File: src/rtl/fpga_rst_seq.sv
// rtl/fpga_rst_seq.sv - board reset sequencer: lock/button sync, button debounce, SoC reset FSM
module fpga_rst_seq #(
    parameter int SYNC_STAGES = 2,
    parameter int DEB_CYCLES  = 100000,
    parameter int HOLD_CYCLES = 256
) (
    input  logic       clk_i,
    input  logic       rst_i,
    input  logic       locked_i,
    input  logic       btn_rst_n_i,
    output logic       soc_rst_n_o,
    output logic [1:0] state_o,
    output logic [7:0] rst_cnt_o
);

    localparam int DEB_W  = (DEB_CYCLES > 1) ? $clog2(DEB_CYCLES) : 1;
    localparam int HOLD_W = $clog2(HOLD_CYCLES);

    localparam logic [DEB_W-1:0]  DEB_LAST  = DEB_W'(DEB_CYCLES - 1);
    localparam logic [HOLD_W-1:0] HOLD_LAST = HOLD_W'(HOLD_CYCLES - 1);

    typedef enum logic [1:0] {
        WAIT_LOCK = 2'd0,
        HOLD      = 2'd1,
        RUN       = 2'd2,
        BTN_WAIT  = 2'd3
    } state_t;

    state_t                 state;
    logic [SYNC_STAGES-1:0] lock_sync;
    logic [SYNC_STAGES-1:0] btn_sync;
    logic                   lock_s;
    logic                   btn_s;
    logic                   btn_db;
    logic [DEB_W-1:0]       deb_cnt;
    logic [HOLD_W-1:0]      hold_cnt;

    assign lock_s  = lock_sync[SYNC_STAGES-1];
    assign btn_s   = btn_sync[SYNC_STAGES-1];
    assign state_o = state;

    // Bring the asynchronous lock and button into the clock domain; the button idles released.
    always_ff @(posedge clk_i) begin
        if (rst_i) begin
            lock_sync <= '0;
            btn_sync  <= '1;
        end else begin
            lock_sync <= {lock_sync[SYNC_STAGES-2:0], locked_i};
            btn_sync  <= {btn_sync[SYNC_STAGES-2:0], btn_rst_n_i};
        end
    end

    // Debounce: btn_db follows btn_s only after DEB_CYCLES consecutive disagreeing cycles.
    always_ff @(posedge clk_i) begin
        if (rst_i) begin
            btn_db  <= 1'b1;
            deb_cnt <= '0;
        end else if (btn_s == btn_db) begin
            deb_cnt <= '0;
        end else if (deb_cnt == DEB_LAST) begin
            btn_db  <= btn_s;
            deb_cnt <= '0;
        end else begin
            deb_cnt <= deb_cnt + 1'b1;
        end
    end

    // Reset sequencing FSM; soc_rst_n_o is registered from the state being entered, so it is
    // high exactly while the state register holds RUN.
    always_ff @(posedge clk_i) begin
        if (rst_i) begin
            state       <= WAIT_LOCK;
            soc_rst_n_o <= 1'b0;
            rst_cnt_o   <= 8'd0;
            hold_cnt    <= '0;
        end else begin
            case (state)
                WAIT_LOCK: begin
                    soc_rst_n_o <= 1'b0;
                    if (lock_s) begin
                        state    <= HOLD;
                        hold_cnt <= '0;
                    end
                end
                HOLD: begin
                    hold_cnt    <= hold_cnt + 1'b1;
                    soc_rst_n_o <= 1'b0;
                    if (!lock_s) begin
                        state <= WAIT_LOCK;
                    end else if (!btn_db) begin
                        state <= BTN_WAIT;
                    end else if (hold_cnt == HOLD_LAST) begin
                        state       <= RUN;
                        soc_rst_n_o <= 1'b1;
                    end
                end
                RUN: begin
                    // Lock loss wins over a simultaneous button press; either counts once.
                    if (!lock_s || !btn_db) begin
                        state       <= lock_s ? BTN_WAIT : WAIT_LOCK;
                        soc_rst_n_o <= 1'b0;
                        if (rst_cnt_o != 8'hFF) begin
                            rst_cnt_o <= rst_cnt_o + 8'd1;
                        end
                    end else begin
                        soc_rst_n_o <= 1'b1;
                    end
                end
                BTN_WAIT: begin
                    soc_rst_n_o <= 1'b0;
                    if (!lock_s) begin
                        state <= WAIT_LOCK;
                    end else if (btn_db) begin
                        state    <= HOLD;
                        hold_cnt <= '0;
                    end
                end
                default: begin
                    state       <= WAIT_LOCK;
                    soc_rst_n_o <= 1'b0;
                end
            endcase
        end
    end

endmodule

File: config.mk
export PLATFORM = sky130hd
export DESIGN_NAME = fpga_rst_seq
export DESIGN_NICKNAME = d
export VERILOG_FILES = /design/src/rtl/fpga_rst_seq.sv
export SDC_FILE = /design/constraint.sdc
export NUM_CORES = 1
export LEC_CHECK = 0
export BUFFER_PORTS_ARGS = -buffer_cell sky130_fd_sc_hd__buf_2
export CORE_MARGIN = 4
export CORE_UTILIZATION = 51
export CTS_CLUSTER_SIZE = 40
export DETAILED_ROUTE_END_ITERATION = 8
export PLACE_DENSITY_LB_ADDON = 0.1
export SLEW_MARGIN = 25
export SYNTH_ARGS = -nofsm -noshare
export SYNTH_HDL_FRONTEND = slang
export SYNTH_SLANG_ARGS = --single-unit
File: constraint.sdc
create_clock -name clk_i -period 1.8 [get_ports clk_i]
set_input_delay 0.18 -clock clk_i [delete_from_list [all_inputs] [get_ports clk_i]]
set_output_delay 0.18 -clock clk_i [all_outputs]
set_load 0.05 [all_outputs]
==> impl_results.md <==
* Status: finished clean
* Number of global-route vias before repair at 1471
* Largest net degree at the start of global routing at 19
* # IOs at 15
* CTS tree: done
* WHS Endpoint: btn_sync[0]
* Nets at around 240
* RSZ-0062 raised after global routing: false
* Seq cells post-synth at 41
* Fin Setup TNS at 0 ns
* Global-route wire length before repair at ~6.0 mm
* Average cell area after synthesis at slightly below 9 sq um
* Mapped Area at 1840 sq um
* Area leader, netlist: dfxtp_1
* Clk_skew at between 0.01 and 0.015 ns
* Via Count at 1565
* Die Wd at about 68 um
* TritonRoute pass-1 iters at 4
* Number of synthesis warnings at 0
* Post-Syn Instances at 207
* Drc violations at 0
* Clock Tree Buf Depth at 2
* Fin. Hold Viols at 0
* EDFF count, synth at 0
* Syn-to-layout area delta at 11.4%
* Setup violators final at 0
* Hold Crit Depth at 2
* Clk sinks at between 40 and 50
* Ranking of synthesized cells by area: dfxtp_1 (45%), nor2_1 (5.5%), xnor2_1 (5.2%), nand4_1 (3.7%), a21oi_1 (3.5%)
* R2R Setup Slk at just under 0.09 ns
* Die Ht at 68.1 um
* DR iter-0 viols at 129
* Synth cell types at 38
* Reg2reg start: deb_cnt[11]
* Pins Over Slew Limit at 0
* Number of buffers created by CTS at 5
* Static Leak at about 0.70 nW
* Critical-path maximum fanout at 4
* HP Class: input pin to register
* Setup crit end kind: register
* Post-synthesis sequential area ratio at 0.446
* I/O Buffers at 14
* Design area at 2050 sq um
* Die ar. at about 4600 sq um
* Worst slew margin at 0.727
* Async S/R FF share, synth at 0
* Initial Utilization at 0.538
* WP data required at 2.03 ns
* Main flop type after synthesis: dfxtp_1
* Cell Area, Placed at approximately 2000 sq um
* Vias per std cell at about 5.7
* Worst Tran Pin Value at 0.409 ns
* Final wirelength at around 3.4 mm
* Pre-CTS WS at 0.0744 ns
* Post-route ant nets at 0
* Max VDD drop at 469 uV
* CP Launch Type: register
* Clock slew at reported path FFs at ~0.12 ns
* Top-count cell post-synth: dfxtp_1
* Ant diodes at 0
* CP Class: register to register
* Core area at around 3400 sq um
* Fmax at a little under 600 MHz
* Min-delay src: btn_rst_n_i
* Initial antenna violation count at 0
* Clock root buffer: clkbuf_4
* PnR worst setup slack at 0.0869 ns
* PwrDens at 679 nW/um^2
* WP data arrival at between 1.5 and 2 ns
* List of most frequent post-synthesis cells: dfxtp_1 (41), nor2_1 (27), a21oi_1 (13)
* Congestion Overflow GR at 0
* Hpwl dp at 2.53 mm
* Share of cells above drive strength 1 at 0.153
* # H-tree levels at 2
* Mapped Nets at between 200 and 250
* RD Place Congestion at ~0.82
* Final min period at about 1.7 ns
* Core Rows at 21
* Worst-skew pair later-pin latency at 0.34 ns
* R2r endpoint: btn_db
* WL/cell at approximately 12 um
* Post-CTS Hold Buffers at 0
* Final period util at 0.952
* Max-Cap Viols at 0
* R2r worst-path depth at 4
* Global Route Usage Sum at 0.171
* Top cell type's share of synthesized area at 0.446
-- metal layers --
| metal | vias to the layer above | wire (um) | global-route usage |
|---|---|---|---|
| met5 | - | 0 | 0 |
| met3 | 2 | 107 | 0.0542 |
| met1 | 759 | 1520 | 0.190 |
| li1 | 784 | - | - |
| met2 | 20 | 1750 | 0.307 |
| met4 | 0 | 28 | 0.0521 |
-- power breakdown --
group | internal [mW] | switching [mW] | total (mW)
clock | 0.149 | 0.278 | 0.427
sequential | 0.913 | 0.00542 | 0.919
combinational | 0.0176 | 0.0265 | 0.0440
-- area by class of cell --
cell class / count / area, sq um
Fill cell: 326 / 1370
Timing Repair Buffer: 20 / 128
Multi-Input combinational cell: 153 / 963
Clock buffer: 6 / 41.3
Clock inverter: 2 / 10.0
Sequential cell: 41 / 822
Tap cell: 46 / 57.6
Inverter: 7 / 26.3
-- metrics by stage --
step	std cells	hold WS [ns]	util	power [mW]
6_report	275	0.0300	0.600	1.39
5_1_grt	275	0.00193	0.600	1.46
4_1_cts	274	0.0113	0.594	1.41
3_5_place_dp	266	0.374	0.579	0.981
3_3_place_gp	266	0.364	0.579	0.979
2_1_floorplan	207	0.284	-	0.969
-- state kept, by name, indices dropped and copies added (netlist names) --
signal and flops:
lock_sync 2, hold_cnt 8, rst_cnt_o 8, btn_sync 2
state_o 2, deb_cnt 17, btn_db 1, soc_rst_n_o 1
-- kinds of logic (layout without fill, tap and decap cells) --
kind of cell	Yosys count	count (layout)	synth area share
flip-flops	41	41	0.446
multiplexers	3	3	0.0163
AO/OA/AOI/OAI	34	34	0.120
adder cells (fa/ha/maj)	3	3	0.0204
buffers and inverters	13	35	0.0299
AND/OR/NAND/NOR	96	96	0.286
XOR/XNOR	17	17	0.0810
-- timing repair --
item	in CTS	in global routing
gates resized for setup	0	0
setup endpoints to repair	0	9
buffers inserted	0	1
-- worst max path at each step --
stage | startpoint | endpoint | cells past startpoint
6_report | deb_cnt[11] | btn_db | 4
5_1_grt | deb_cnt[2] | deb_cnt[15] | 4
2_1_floorplan | deb_cnt[0] | btn_db | 6
4_1_cts | deb_cnt[11] | deb_cnt[8] | 4
3_5_place_dp | deb_cnt[11] | deb_cnt[10] | 4
3_3_place_gp | deb_cnt[11] | deb_cnt[16] | 4
-- cell usage in the layout, fill, tap and decap left out, drive strengths merged, types with 8 or more instances in the layout --
cell   instances
nand3         11
nand4         11
o21ai         10
xnor2         11
or3            9
nand2          8
nor2          27
dfxtp         41
a21oi         13
buf           20
-- worst max-delay path, stage by stage (launching register included) --
cell and delay, ns:
dfxtp_1 0.35, or3_1 0.38, or3_4 0.42, o21a_1 0.19, a211o_1 0.26
Power figures use the tool's default switching activity.
